<file path="src/rtl/alu_cu_seq_if.sv">
// Handshake bundle between the ID/EX stage, the ALU control decoder and its consumer.
// The master side is the pipeline (producer and consumer); the slave side is the decoder.
interface alu_cu_seq_if #(
  parameter int unsigned FUN_W = 6,
  parameter int unsigned OP_W  = 4
) ();
  logic             in_valid;
  logic             in_ready;
  logic [FUN_W-1:0] Fun6;
  logic [1:0]       ALUOp;
  logic             out_valid;
  logic             out_ready;
  logic [OP_W-1:0]  Operation;
  logic             Busy;
  logic             Illegal;

  modport master (
    output in_valid, Fun6, ALUOp, out_ready,
    input  in_ready, out_valid, Operation, Busy, Illegal
  );

  modport slave (
    input  in_valid, Fun6, ALUOp, out_ready,
    output in_ready, out_valid, Operation, Busy, Illegal
  );
endinterface

</file>
<file path="src/rtl/alu_cu_seq.sv">
// Registered, handshaked ALU control decoder: decodes {ALUOp, Fun6} into an Operation code.
// MUL/DIV/REM hold the decoder busy for a parameterised latency before the result is presented.
module alu_cu_seq #(
  parameter int unsigned FUN_W   = 6,
  parameter int unsigned OP_W    = 4,
  parameter int unsigned MUL_LAT = 3,
  parameter int unsigned DIV_LAT = 8
) (
  input logic         clk,
  input logic         rst,
  input logic         flush,
  alu_cu_seq_if.slave bus
);
  localparam int unsigned MAX_LAT = (MUL_LAT > DIV_LAT) ? MUL_LAT : DIV_LAT;
  localparam int unsigned CNT_W   = $clog2(MAX_LAT + 1);

  typedef enum logic [1:0] {IDLE, BUSY, HOLD} state_t;

  state_t           state, state_nx;
  logic [CNT_W-1:0] cnt, cnt_nx;
  logic [OP_W-1:0]  op_q, op_nx;
  logic             vld_q, vld_nx;
  logic             busy_q, busy_nx;
  logic             ill_q, ill_nx;

  logic             in_rdy;
  logic             accept;
  logic             transfer;

  logic [OP_W-1:0]  dec_op;
  logic             dec_ill;
  logic             dec_multi;
  logic [CNT_W-1:0] dec_cnt;

  always_comb begin
    dec_op    = OP_W'(4'b1111);
    dec_ill   = 1'b0;
    dec_multi = 1'b0;
    dec_cnt   = '0;
    case (bus.ALUOp)
      2'b00: dec_op = OP_W'(4'b0010);
      2'b01: dec_op = OP_W'(4'b0110);
      2'b10: begin
        case (bus.Fun6)
          FUN_W'(6'b000000): dec_op = OP_W'(4'b0010);
          FUN_W'(6'b000010): dec_op = OP_W'(4'b0110);
          FUN_W'(6'b000100): dec_op = OP_W'(4'b0000);
          FUN_W'(6'b000101): dec_op = OP_W'(4'b0001);
          FUN_W'(6'b001010): dec_op = OP_W'(4'b0111);
          FUN_W'(6'b000111): dec_op = OP_W'(4'b1100);
          default:           dec_ill = 1'b1;
        endcase
      end
      default: begin
        // A latency of 1 behaves like a single-cycle op and skips BUSY entirely.
        case (bus.Fun6)
          FUN_W'(6'b011000): begin
            dec_op    = OP_W'(4'b1000);
            dec_multi = (MUL_LAT > 1);
            dec_cnt   = CNT_W'(MUL_LAT - 1);
          end
          FUN_W'(6'b011010): begin
            dec_op    = OP_W'(4'b1001);
            dec_multi = (DIV_LAT > 1);
            dec_cnt   = CNT_W'(DIV_LAT - 1);
          end
          FUN_W'(6'b011011): begin
            dec_op    = OP_W'(4'b1010);
            dec_multi = (DIV_LAT > 1);
            dec_cnt   = CNT_W'(DIV_LAT - 1);
          end
          default: dec_ill = 1'b1;
        endcase
      end
    endcase
  end

  assign in_rdy   = !rst && !flush && ((state == IDLE) || ((state == HOLD) && bus.out_ready));
  assign accept   = bus.in_valid && in_rdy;
  assign transfer = vld_q && bus.out_ready;

  always_comb begin
    state_nx = state;
    cnt_nx   = cnt;
    op_nx    = op_q;
    vld_nx   = vld_q;
    busy_nx  = busy_q;
    ill_nx   = ill_q;
    case (state)
      BUSY: begin
        if (cnt == CNT_W'(1)) begin
          state_nx = HOLD;
          cnt_nx   = '0;
          vld_nx   = 1'b1;
          busy_nx  = 1'b0;
        end else begin
          cnt_nx = cnt - CNT_W'(1);
        end
      end
      default: begin
        if (accept) begin
          op_nx  = dec_op;
          ill_nx = dec_ill;
          if (dec_multi) begin
            state_nx = BUSY;
            cnt_nx   = dec_cnt;
            vld_nx   = 1'b0;
            busy_nx  = 1'b1;
          end else begin
            state_nx = HOLD;
            cnt_nx   = '0;
            vld_nx   = 1'b1;
            busy_nx  = 1'b0;
          end
        end else if ((state == HOLD) && transfer) begin
          state_nx = IDLE;
          vld_nx   = 1'b0;
        end
      end
    endcase
    // Flush abandons any in-flight count; the last Operation/Illegal are left as they were.
    if (flush) begin
      state_nx = IDLE;
      cnt_nx   = '0;
      vld_nx   = 1'b0;
      busy_nx  = 1'b0;
    end
  end

  always_ff @(posedge clk) begin
    if (rst) begin
      state  <= IDLE;
      cnt    <= '0;
      op_q   <= '0;
      vld_q  <= 1'b0;
      busy_q <= 1'b0;
      ill_q  <= 1'b0;
    end else begin
      state  <= state_nx;
      cnt    <= cnt_nx;
      op_q   <= op_nx;
      vld_q  <= vld_nx;
      busy_q <= busy_nx;
      ill_q  <= ill_nx;
    end
  end

  assign bus.in_ready  = in_rdy;
  assign bus.out_valid = vld_q;
  assign bus.Operation = op_q;
  assign bus.Busy      = busy_q;
  assign bus.Illegal   = ill_q;
endmodule

</file>
<file path="src/flat_wrapper.sv">
// flat-port wrapper written by rule: the top's interface ports become plain ports
module alu_cu_seq_flat 
#(
  parameter int unsigned FUN_W   = 6,
  parameter int unsigned OP_W    = 4,
  parameter int unsigned MUL_LAT = 3,
  parameter int unsigned DIV_LAT = 8
)
  (clk, rst, flush, bus_in_valid, bus_Fun6, bus_ALUOp, bus_out_ready, bus_in_ready, bus_out_valid, bus_Operation, bus_Busy, bus_Illegal);
  alu_cu_seq_if #(.FUN_W(FUN_W), .OP_W(OP_W)) bus_i ();
  input logic clk;
  input logic rst;
  input logic flush;
  input wire logic [$bits(bus_i.in_valid)-1:0] bus_in_valid;
  input wire logic [$bits(bus_i.Fun6)-1:0] bus_Fun6;
  input wire logic [$bits(bus_i.ALUOp)-1:0] bus_ALUOp;
  input wire logic [$bits(bus_i.out_ready)-1:0] bus_out_ready;
  output wire logic [$bits(bus_i.in_ready)-1:0] bus_in_ready;
  output wire logic [$bits(bus_i.out_valid)-1:0] bus_out_valid;
  output wire logic [$bits(bus_i.Operation)-1:0] bus_Operation;
  output wire logic [$bits(bus_i.Busy)-1:0] bus_Busy;
  output wire logic [$bits(bus_i.Illegal)-1:0] bus_Illegal;
  assign bus_i.in_valid = bus_in_valid;
  assign bus_i.Fun6 = bus_Fun6;
  assign bus_i.ALUOp = bus_ALUOp;
  assign bus_i.out_ready = bus_out_ready;
  assign bus_in_ready = bus_i.in_ready;
  assign bus_out_valid = bus_i.out_valid;
  assign bus_Operation = bus_i.Operation;
  assign bus_Busy = bus_i.Busy;
  assign bus_Illegal = bus_i.Illegal;
  alu_cu_seq #(.FUN_W(FUN_W), .OP_W(OP_W), .MUL_LAT(MUL_LAT), .DIV_LAT(DIV_LAT)) u_core (.clk(clk), .rst(rst), .flush(flush), .bus(bus_i));
endmodule
</file>
<file path="config.mk">
export PLATFORM = sky130hd
export DESIGN_NAME = alu_cu_seq_flat
export DESIGN_NICKNAME = d
export VERILOG_FILES = /design/src/rtl/alu_cu_seq_if.sv /design/src/rtl/alu_cu_seq.sv /design/src/flat_wrapper.sv
export SDC_FILE = /design/constraint.sdc
export NUM_CORES = 1
export LEC_CHECK = 0
export ABC_CLOCK_PERIOD_IN_PS = 2750
export BUFFER_PORTS_ARGS = -buffer_cell sky130_fd_sc_hd__buf_2
export CORE_AREA = 3 3 49 51
export CTS_BUF_LIST = sky130_fd_sc_hd__clkbuf_2 sky130_fd_sc_hd__clkbuf_4 sky130_fd_sc_hd__clkbuf_8
export CTS_CLUSTER_DIAMETER = 100
export DETAILED_ROUTE_END_ITERATION = 10
export DIE_AREA = 0 0 52 54
export PLACE_DENSITY = 0.66
export SYNTH_ARGS = -nofsm -noshare
export SYNTH_HDL_FRONTEND = slang
export SYNTH_SLANG_ARGS = --single-unit
</file>
<file path="constraint.sdc">
create_clock -name clk -period 2.75 [get_ports clk]
set_input_delay 0.4125 -clock clk [delete_from_list [all_inputs] [get_ports clk]]
set_output_delay 0.4125 -clock clk [all_outputs]
set_load 0.01 [all_outputs]
</file>
### After elaboration in Yosys (flattened, before gate mapping)

Index checks and enable logic that the tools add are counted.

| storage, ports and cells | value |
|---|---|
| bits in registers | 13 |
| input bits | 13 |
| output and inout bits | 8 |
| word-level logic and storage cells | 73 |

| operators by class | value |
|---|---|
| $add $sub $neg | 1 |
| equal/unequal tests | 14 |
| mux-type cells | 28 |
| bitwise operators | 1 |
| reduce and logical (&&, ||, !) cells | 23 |

Operator list:

| operator | number |
|---|---|
| $pmux 4 s6 | 1 |
| $mux 4 | 5 |
| $eq 6x3->1 const B | 3 |
| $eq 6x5->1 const B | 3 |
| $mux 1 | 13 |
| $pmux 4 s3 | 1 |
| $mux 2 | 5 |
| $pmux 3 s3 | 1 |
| $eq 6x2->1 const B | 1 |
| $eq 6x4->1 const B | 1 |
| $logic_and 1x1->1 | 6 |
| $logic_not 6->1 | 1 |
| $pmux 3 s2 | 1 |
| $reduce_and 2->1 | 3 |
| $reduce_or 2->1 | 3 |
| $reduce_or 3->1 | 2 |
| $reduce_or 6->1 | 1 |
| $eq 2x1->1 const B | 2 |
| $eq 2x2->1 const B | 2 |
| $eq 4x1->1 const B | 1 |
| $logic_not 2->1 | 2 |
| $sub 4x1->4 const B | 1 |
| $reduce_bool 3->1 | 1 |
| $logic_not 1->1 | 2 |
| other kinds (5) | 5 |

### Longest topological paths before layout

Gate-level depths: netlist of the first run.

| depth | value |
|---|---|
| depth in word-level cells | 7 |
| depth in mapped cells | 6 |
| mapped depth without buffers | 6 |

### Worst setup path after synthesis of the first run

Ideal clock, no wire load.

| timing path | value |
|---|---|
| kind | input -> output |
| start point | input port flush |
| end point | output port bus_in_ready |
| arrival time | 1.065 ns |
| data required time | 2.338 ns |
| path slack | 1.273 ns |
| stages on the path | 3 |
| path buffers | 1 |
| cells stage by stage | or2_1 > clkbuf_1 > nor3_1 |

| between the ends | value |
|---|---|
| longest elaborated chain between the ends | 3 |

RTL lines:

| item | line | RTL |
|---|---|---|
| start: declaration | flat_wrapper.sv:13 | `input logic flush;` |
| $logic_not 1->1 | alu_cu_seq.sv:78 | `assign in_rdy = !rst && !flush && ((state == IDLE) \|\| ((state == HOLD) && bus.out_ready));` |
| $logic_and 1x1->1 (2 in a row) | alu_cu_seq.sv:78 |  |
| end: declaration | flat_wrapper.sv:18 | `output wire logic [$bits(bus_i.in_ready)-1:0] bus_in_ready;` |

Every way passes these cells.

### Final worst setup path of the first run

| timing path | value |
|---|---|
| start point | input port rst |
| end point | output port bus_in_ready |

| between the ends | value |
|---|---|
| longest elaborated chain between the ends | 3 |

RTL lines:

| item | line | RTL |
|---|---|---|
| start: declaration | flat_wrapper.sv:12 | `input logic rst;` |
| $logic_not 1->1 | alu_cu_seq.sv:78 |  |
| $logic_and 1x1->1 (2 in a row) | alu_cu_seq.sv:78 |  |

Every way passes these cells.

==> impl_metrics.env, run 1 <==
export IMPL_nFillCells=200
export IMPL_ys_types=40
export IMPL_drc_errors=0
export IMPL_place_ws_ps=1046
export IMPL_grt_pass1_vias=764
export IMPL_powerDensity_nw_per_um2=410.1
export IMPL_min_path_type="input port to register"
export IMPL_grt_usage_pct=16.01
export IMPL_cts_resized=0
export IMPL_routedWlPerCell_um=13.58
export IMPL_synth_cell_area_um2=799.5
export IMPL_syn2layout_area_growth_pct=19.56
export IMPL_grt_max_degree=11
export IMPL_synth_seq_cells=12
export IMPL_clockRootBuffer="clkbuf_4"
export IMPL_clock_skew_ps=1.948
export IMPL_path_cells="buf_2, or2_1, nor3_1, buf_2"
export IMPL_seqCellArea_um2=240.2
export IMPL_path_max_fanout=7
export IMPL_fin_crit_ps=1619
export IMPL_die_y_um=54
export IMPL_reg2reg_to="u_core.cnt[3]"
export IMPL_vias=826
export IMPL_hpwl_um=1488
export IMPL_ys_seq_area_share_pct=30.05
export IMPL_drive_above_1_share_pct=23.68
export IMPL_ctsHoldBuffers=0
export IMPL_drtAntennaViolNets=0
export IMPL_grt_pass1_wl_um=3346
export IMPL_yosysWarningCount=0
export IMPL_cp_depth=4
export IMPL_cts_sinks=12
export IMPL_cp_slowest_cell="or2_1"
export IMPL_hold_start="rst"
export IMPL_die_x_um=52
export IMPL_critPathBufInv=2
export IMPL_crit_reg2reg_launch="u_core.state[0]"
export IMPL_wl_um=1915
export IMPL_path_clk_slew_ps=80
export IMPL_ioPinCount=21
export IMPL_cp_startpoint="rst"
export IMPL_cp_required_ps=2340
export IMPL_hold_viol_final=0
export IMPL_totalPowerFinal_mw=0.3920
export IMPL_cp_arrival_ps=1210
export IMPL_setup_ws_ps=1131
export IMPL_min_period_over_period_pct=58.87
export IMPL_multiInputGateArea_um2=526.8
export IMPL_tritoncts="yes"
export IMPL_critPathCaptureType="primary output"
export IMPL_grt_ovfl_total=0
export IMPL_postCtsSetupRepairBufs=0
export IMPL_critical_path_class="input port to primary output"
export IMPL_crit_top_cell="buf_2"
export IMPL_relSlewSlack_pct=69.93
export IMPL_htreeDepth=1
export IMPL_worst_path_largest_cell_delay_ps=310
export IMPL_via_per_inst=5.858
export IMPL_worst_pin_slew_ps=446.9
export IMPL_cp_top_family="simple AND/OR/NAND/NOR gates"
export IMPL_drt_first_pass_iters=5
export IMPL_rows=16
export IMPL_netlist_instances=93
export IMPL_maxCapViolCount=0
export IMPL_dieArea_um2=2808
export IMPL_final_max_slew_viol_count=0
export IMPL_start_kind="input port"
export IMPL_diodes=0
export IMPL_max_freq_mhz=617.7
export IMPL_cellLeakagePower_nw=0.3976
export IMPL_gp_congestion=0.8426
export IMPL_insertion_delay_ps=280
export IMPL_drt_iter0_markers=29
export IMPL_antenna_found_initial=0
export IMPL_setup_tns_ps=0
export IMPL_outcome="complete, no violations"
export IMPL_r2r_slack_ps=1330
export IMPL_place_port_buffers=20
export IMPL_setup_viol=0
export IMPL_core_um2=1982
export IMPL_worstSetupEndpoint="bus_in_ready"
export IMPL_start_util_pct=40.34
export IMPL_syn_nets=108
export IMPL_post_synth_cell_area_avg_um2=8.597
export IMPL_rsz0062_at_grt="false"
export IMPL_ir_drop_mv=0.2203
export IMPL_cts_max_path_buffers=2
export IMPL_numCtsBuffers=3
export IMPL_r2r_cells=4
export IMPL_layout_nets=130
[cells by family (layout without fill, tap and decap cells)]
| group | Yosys count | count (layout) | share of synthesized area [%] |
|---|---|---|---|
| fa+ha+maj | 2 | 2 | 3.129 |
| compound gates | 29 | 29 | 25.67 |
| simple gates | 39 | 39 | 33.33 |
| flops | 12 | 12 | 30.05 |
| buf+inv | 8 | 29 | 4.069 |
| mux | 3 | 3 | 3.756 |
[stage by stage]
stage	util, %	instances	area (µm²)	hold WS, ps
finish	48.23	141	955.9	404.2
global route	48.23	141	955.9	429.7
CTS	48.23	141	955.9	400.6
detailed placement	46.40	137	919.6	438.4
global placement	46.40	137	919.6	432.3
floorplan	-	93	799.5	451.8
[state kept, by name, summed over array words and instances, names as in the netlist]
signal                count
u_core.bus.Operation      4
u_core.cnt                4
u_core.bus.Busy           1
u_core.bus.Illegal        1
u_core.bus.out_valid      1
u_core.state              1
[cell usage in the layout, fill, tap and decap left out, drive strengths merged, types with 3 or more instances in the layout]
| cell | netlist | final |
|---|---|---|
| buf | 2 | 20 |
| dfxtp | 12 | 12 |
| nor2 | 8 | 8 |
| nand2b | 6 | 6 |
| a21oi | 6 | 6 |
| inv | 5 | 5 |
| o21ai | 5 | 5 |
| nor2b | 4 | 4 |
| clkbuf | 1 | 4 |
| nor3 | 3 | 3 |
| mux2i | 3 | 3 |
| or3 | 3 | 3 |
[cell type report]
type	instances	share of cell area [%]
inverter	5	1.963
timing repair buffer	20	10.47
clock buffer	4	3.796
multi-input combinational	73	55.10
tap	27	3.534
sequential	12	25.13
[cell usage after synthesis, drive strengths merged]
master | count | share of area [%]
a2bb2oi | 1 | 1.1
o21ai | 5 | 3.1
dfxtp | 12 | 30
o211ai | 1 | 0.94
a21o | 2 | 1.9
o2bb2ai | 1 | 1.1
nor3 | 3 | 1.9
nand2b | 6 | 4.7
o41a | 1 | 1.4
and2 | 1 | 0.78
o2111ai | 1 | 1.1
a21oi | 6 | 3.8
or4 | 1 | 0.94
buf | 2 | 1.3
or3 | 3 | 2.3
inv | 5 | 2.3
clkbuf | 1 | 0.47
nor2b | 4 | 3.1
nor4 | 2 | 1.6
nor4b | 1 | 1.1
nand4b | 2 | 3.0
nor3b | 2 | 4.7
a311oi | 2 | 2.2
o31ai | 1 | 0.94
and4b | 1 | 1.3
mux2i | 3 | 3.8
nand2 | 1 | 0.47
and3b | 1 | 1.1
a21boi | 1 | 0.94
nor2 | 8 | 3.8
ha | 2 | 3.1
a31oi | 2 | 1.6
o31a | 2 | 2.2
a222oi | 1 | 1.3
o311ai | 1 | 1.1
or2 | 1 | 0.78
and2b | 2 | 1.9
a32oi | 1 | 1.1
[how the worst min path moves through the flow]
stage,endpoint,slack (ps),depth (start not counted)
floorplan,u_core.cnt[3],450,2
global placement,u_core.bus.Busy,430,1
detailed placement,u_core.bus.Busy,440,1
CTS,u_core.bus.Operation[1],400,2
global route,u_core.bus.Operation[0],430,2
finish,u_core.bus.Operation[1],400,2
[report_power, final]
| part | switching (mW) | total, mW | internal [mW] |
|---|---|---|---|
| clock | 0.0647 | 0.145 | 0.0807 |
| combinational | 0.0377 | 0.0656 | 0.0278 |
| sequential | 0.00278 | 0.181 | 0.178 |
[metal layers]
layer	vias to the layer above	part of all wire, %	GRT usage, %
li1	397	-	-
met1	382	42	18.11
met2	40	48	28.45
met3	7	8.3	3.324
met4	0	2.3	7.860
met5	-	0	0
Note: power is estimated with default switching activity, not from simulation.
==> inputs of run 2 (changes only) <==
- ABC_CLOCK_PERIOD_IN_PS: 2750 -> 1400
- PLACE_DENSITY: 0.66 -> 0.68
- clock period: 2.75 -> 1.4 ns (I/O delays scaled with it)
==> run 2 against run 1 <==
Register-to-register slack worse by 1300 ps. Non-clock buffer count is 10 higher. First-iteration DRC count is 41% lower. Sequential cell count stayed put. Cell count is 7.1% higher. Hold slack worse by 150 ps. Combinational power is 130% higher. Utilization is 5.7 points higher.
==> impl_metrics.env, run 2 (synthesis gave the netlist of run 1 again) <==
export IMPL_placedCellCount=147
export IMPL_dieArea_um2=2808
export IMPL_final_cell_mix="buf_2, buf_4, dfxtp_1, nor2_1, nand2b_1"
export IMPL_clockRootBuffer="clkbuf_4"
export IMPL_top_layer_used="met4"
export IMPL_ioPinCount=21
export IMPL_grt_ovfl_total=0
export IMPL_holdPathStages=3
export IMPL_layout_nets=140
export IMPL_drive_above_1_share_pct=36.29
export IMPL_powerDensity_nw_per_um2=732.9
export IMPL_grt_pass1_wl_um=3174
export IMPL_layout_commonest_cell="buf_2"
export IMPL_diodes=0
export IMPL_clock_skew_ps=5.894
export IMPL_hold_start="bus_out_ready"
export IMPL_via_per_inst=5.603
export IMPL_start_util_pct=40.34
export IMPL_r2r_slack_ps=50
export IMPL_grt_pass1_vias=753
export IMPL_die_y_um=54
export IMPL_grt_usage_pct=15.40
export IMPL_setup_viol=0
export IMPL_antenna_found_initial=0
export IMPL_drc_errors=0
export IMPL_postCtsSetupRepairBufs=0
export IMPL_cts_sinks=12
export IMPL_critical_path_class="register to register"
export IMPL_hold_viol_final=0
export IMPL_htreeDepth=1
export IMPL_die_x_um=52
export IMPL_final_util_pct=53.91
export IMPL_grt_max_degree=11
export IMPL_r2r_cells=5
export IMPL_gp_congestion=0.7744
export IMPL_rows=16
export IMPL_core_um2=1982
export IMPL_cts_max_path_buffers=2
export IMPL_wl_um=2079
export IMPL_maxCapViolCount=0
export IMPL_route_met2_wl_um=976
export IMPL_drt_first_pass_iters=4
export IMPL_instances_no_fill=151
export IMPL_final_max_slew_viol_count=0
export IMPL_outcome="complete, no violations"
export IMPL_place_port_buffers=20
export IMPL_worst_pin_slew_ps=516.5
export IMPL_nFillCells=198
export IMPL_numCtsBuffers=3
export IMPL_max_freq_mhz=741.5
export IMPL_vias=846
export IMPL_tritoncts="yes"
export IMPL_insertion_delay_ps=280
export IMPL_drt_iter0_markers=17
export IMPL_crit_reg2reg_launch="u_core.bus.out_valid"
export IMPL_final_area_um2=1069
export IMPL_min_path_type="input port to register"
export IMPL_drtAntennaViolNets=0
export IMPL_cp_arrival_ps=1560
export IMPL_cp_required_ps=1620
export IMPL_fin_crit_ps=1349
export IMPL_relSlewSlack_pct=65.25
export IMPL_dpl_instance_area_um2=994.7
export IMPL_hpwl_um=1535
export IMPL_cellLeakagePower_nw=0.4541
export IMPL_min_to="u_core.bus.out_valid"
export IMPL_routedWlPerCell_um=13.77
export IMPL_critPathCaptureType="register"
export IMPL_ir_drop_mv=0.5382
export IMPL_path_max_fanout=6
export IMPL_min_period_over_period_pct=96.33
export IMPL_wl_met1_um=938
export IMPL_path_clk_slew_ps=80
export IMPL_reg2reg_to="u_core.cnt[2]"
export IMPL_wl_met3_um=138
export IMPL_start_kind="register"
export IMPL_syn2layout_area_growth_pct=33.65
run 2: what timing repair did:
item,CTS,global route
hold buffers,0,0
setup endpoints to repair,1,7
hold endpoints to repair,0,0
gates resized for setup,1,10
pin swaps,0,1
run 2: critical path: stages, from the launching register on:
cell	delay [ps]
dfxtp_4	380
and2b_1	260
nor4_2	280
buf_4	170
o21ai_1	60
a21oi_1	130
run 2: where the power goes:
| group | internal (mW) | leakage (nW) | switching (mW) |
|---|---|---|---|
| clock network | 0.158 | 0.0210 | 0.123 |
| registers | 0.349 | 0.0987 | 0.00517 |
| logic | 0.0677 | 0.334 | 0.0809 |
| total | 0.575 | 0.454 | 0.209 |
run 2: worst max-delay path by stage:
stage          depth (start not counted)                 endpoint            startpoint  slack, ps
6_report                               5            u_core.cnt[2]  u_core.bus.out_valid         50
5_1_grt                                5            u_core.cnt[2]  u_core.bus.out_valid        -60
4_1_cts                                6          u_core.bus.Busy         u_core.cnt[1]          3
3_5_place_dp                           5  u_core.bus.Operation[2]           bus_Fun6[2]        -40
3_3_place_gp                           5  u_core.bus.Operation[2]           bus_Fun6[2]        -70
2_1_floorplan                          5            u_core.cnt[3]       u_core.state[0]        110
run 2: cell type report:
class,count,area [µm²],share of cell area [%]
timing repair buffer,30,175.2,16.39
tap,27,33.78,3.162
inverter,5,18.77,1.756
clock buffer,4,36.28,3.396
sequential,12,245.2,22.95
multi-input combinational,73,559.3,52.34
run 2: layer usage:
layer | up-vias | track usage, %
li1 | 419 | -
met1 | 393 | 19.83
met2 | 30 | 24.06
met3 | 4 | 4.986
met4 | 0 | 5.240
met5 | - | 0
run 2: metrics by stage:
step	setup slack [ps]	hold slack, ps	TNS [ps]	power (mW)
6_report	51.34	250.8	0	0.7832
3_5_place_dp	-35.67	435.7	-45.90	0.5033
2_1_floorplan	107.7	279.1	0	0.4357
3_3_place_gp	-67.02	438.6	-133.6	0.5015
5_1_grt	-60.06	244.3	-60.06	0.8247
4_1_cts	3.291	224.9	0	0.7911
==> inputs of run 3 (changes only) <==
- CELL_PAD_IN_SITES_DETAIL_PLACEMENT: default -> 1
- CELL_PAD_IN_SITES_GLOBAL_PLACEMENT: default -> 1
- CORE_AREA: 3 3 49 51 -> 2 2 51 53
- DIE_AREA: 0 0 52 54 -> 0 0 53 55
- PLACE_DENSITY: 0.68 -> 0.78
==> run 3 against run 2 <==
Non-clock buffer count unchanged. Sequential cell count unchanged. Count of clock-buffer cells in the layout decreased by 1. Highest routed layer unchanged. Via count decreased by 0.24%. First-iteration DRC count decreased by 18%. Cell count increased by 1.3%. Die area increased by 3.8%. Clock skew increased by 2.4 ps. Largest power group unchanged. Utilization decreased by 9.4 points. Global-route usage increased by 3.1 points.
==> impl_metrics.env, run 3 (synthesis gave the netlist of run 1 again) <==
export IMPL_outcome="complete, no violations"
export IMPL_pwr_share_seq_pct=48.3
export IMPL_start_util_pct=33.81
export IMPL_ir_drop_mv=0.5921
export IMPL_rsz0062_at_grt="true"
export IMPL_min_period_over_period_pct=97.21
export IMPL_final_cell_mix="buf_2, dfxtp_1, buf_4, nor2_1, nand2b_1"
export IMPL_routedWlPerCell_um=15.73
export IMPL_hold_viol_final=0
export IMPL_cts_sinks=12
export IMPL_ioPinCount=21
export IMPL_ctsHoldBuffers=0
export IMPL_antenna_found_initial=0
export IMPL_setup_viol=0
export IMPL_crit_reg2reg_launch="u_core.cnt[1]"
export IMPL_tritoncts="yes"
export IMPL_final_max_slew_viol_count=0
export IMPL_reg2reg_to="u_core.cnt[0]"
export IMPL_totalPowerFinal_mw=0.7367
export IMPL_nFillCells=289
export IMPL_postCtsSetupRepairBufs=0
export IMPL_cts_max_path_buffers=2
export IMPL_core_um2=2365
export IMPL_gp_congestion=0.7995
export IMPL_drc_errors=0
export IMPL_p_comb_share_pct=20.5
export IMPL_drive_above_1_share_pct=34.15
export IMPL_holdPathStages=3
export IMPL_cp_arrival_ps=1540
export IMPL_start_kind="register"
export IMPL_numCtsBuffers=3
export IMPL_maxCapViolCount=0
export IMPL_grt_max_degree=11
export IMPL_clock_skew_ps=8.324
export IMPL_cp_required_ps=1580
export IMPL_drt_iter0_markers=14
export IMPL_multiInputGateArea_um2=544.3
export IMPL_rows=18
export IMPL_layout_nets=140
export IMPL_relSlewSlack_pct=72.88
export IMPL_cellLeakagePower_nw=0.4433
export IMPL_dpl_instance_area_um2=1011
export IMPL_r2r_slack_ps=40
export IMPL_min_path_type="input port to register"
export IMPL_hpwl_um=1888
export IMPL_htreeDepth=1
export IMPL_die_y_um=55
export IMPL_setup_tns_ps=0
export IMPL_syn2layout_area_growth_pct=31.77
export IMPL_clockRootBuffer="clkbuf_4"
export IMPL_critPathCaptureType="register"
export IMPL_layout_commonest_cell="buf_2"
export IMPL_via_per_inst=5.516
export IMPL_place_port_buffers=20
export IMPL_worstSetupEndpoint="u_core.cnt[0]"
export IMPL_drt_first_pass_iters=4
export IMPL_power_internal_mw=0.5176
export IMPL_powerDensity_nw_per_um2=699.3
export IMPL_max_freq_mhz=734.8
export IMPL_wl_um=2406
export IMPL_switching_power_mw=0.2191
export IMPL_critical_path_class="register to register"
export IMPL_fin_crit_ps=1361
export IMPL_path_max_fanout=3
export IMPL_die_x_um=53
export IMPL_insertion_delay_ps=290
export IMPL_drtAntennaViolNets=0
export IMPL_cp_startpoint="u_core.cnt[1]"
export IMPL_grt_pass1_vias=821
export IMPL_switching_share_pct=29.74
export IMPL_seqCellArea_um2=242.7
export IMPL_grt_ovfl_total=0
export IMPL_dieArea_um2=2915
export IMPL_grt_usage_pct=18.54
export IMPL_worst_pin_slew_ps=403.1
export IMPL_diodes=0
export IMPL_r2r_cells=6
export IMPL_final_area_um2=1054
export IMPL_grt_pass1_wl_um=3781
export IMPL_path_clk_slew_ps=80
export IMPL_clkPwrFrac_pct=31.3
export IMPL_vias=844
==> run 3: final cells by class <==
cell class,count,share of cell area [%]
Multi-Input combinational cell,73,51.66
Clock buffer,3,2.138
Tap cell,30,3.563
Timing Repair Buffer,30,17.81
Sequential cell,12,23.04
Inverter,5,1.781
==> run 3: per-stage QoR <==
| stage | cells | hold slack [ps] | worst slack (ps) | utilization [%] |
|---|---|---|---|---|
| finish | 153 | 212.1 | 39.09 | 44.55 |
| global route | 153 | 229.2 | -12.51 | 44.55 |
| CTS | 153 | 220.5 | 5.665 | 44.07 |
| detailed placement | 150 | 442.2 | -83.04 | 42.75 |
| global placement | 150 | 433.8 | -4.020 | 42.75 |
| floorplan | 93 | 279.1 | 107.7 | - |
==> run 3: metal layers <==
layer,wire (µm),vias to the layer above,global-route usage [%],part of all wire [%]
met5,0,-,0,0
met4,30,0,6.838,1.2
met1,1026,403,21.01,43
met2,1239,21,33.13,51
li1,-,415,-,-
met3,110,5,5.376,4.6
==> run 3: worst max-delay path: stages, from the launching register on <==
cell and delay (ps):
dfxtp_2 330, inv_1 70, ha_1 160, nand2b_1 70, o21ai_1 270, nor2_1 80, o31a_1 270
==> run 3: what timing repair did <==
action,CTS,global route
gates resized for setup,3,4
setup endpoints to repair,6,7
pin swaps,0,1
==> run 3: how the worst min path moves through the flow <==
stage,startpoint,endpoint,slack [ps]
3_5_place_dp,u_core.bus.Busy,u_core.bus.Busy,440
2_1_floorplan,rst,u_core.bus.Operation[1],280
4_1_cts,bus_out_ready,u_core.bus.out_valid,220
5_1_grt,bus_out_ready,u_core.bus.out_valid,230
3_3_place_gp,u_core.bus.Busy,u_core.bus.Busy,430
6_report,bus_out_ready,u_core.bus.out_valid,210
==> run 3: power by group through the flow <==
stage | registers (mW) | clock network (mW) | logic (mW)
global placement | 0.363 | 0 | 0.141
finish | 0.356 | 0.230 | 0.151
CTS | 0.356 | 0.234 | 0.149
global route | 0.357 | 0.249 | 0.164
floorplan | 0.367 | 0 | 0.0690
detailed placement | 0.364 | 0 | 0.147
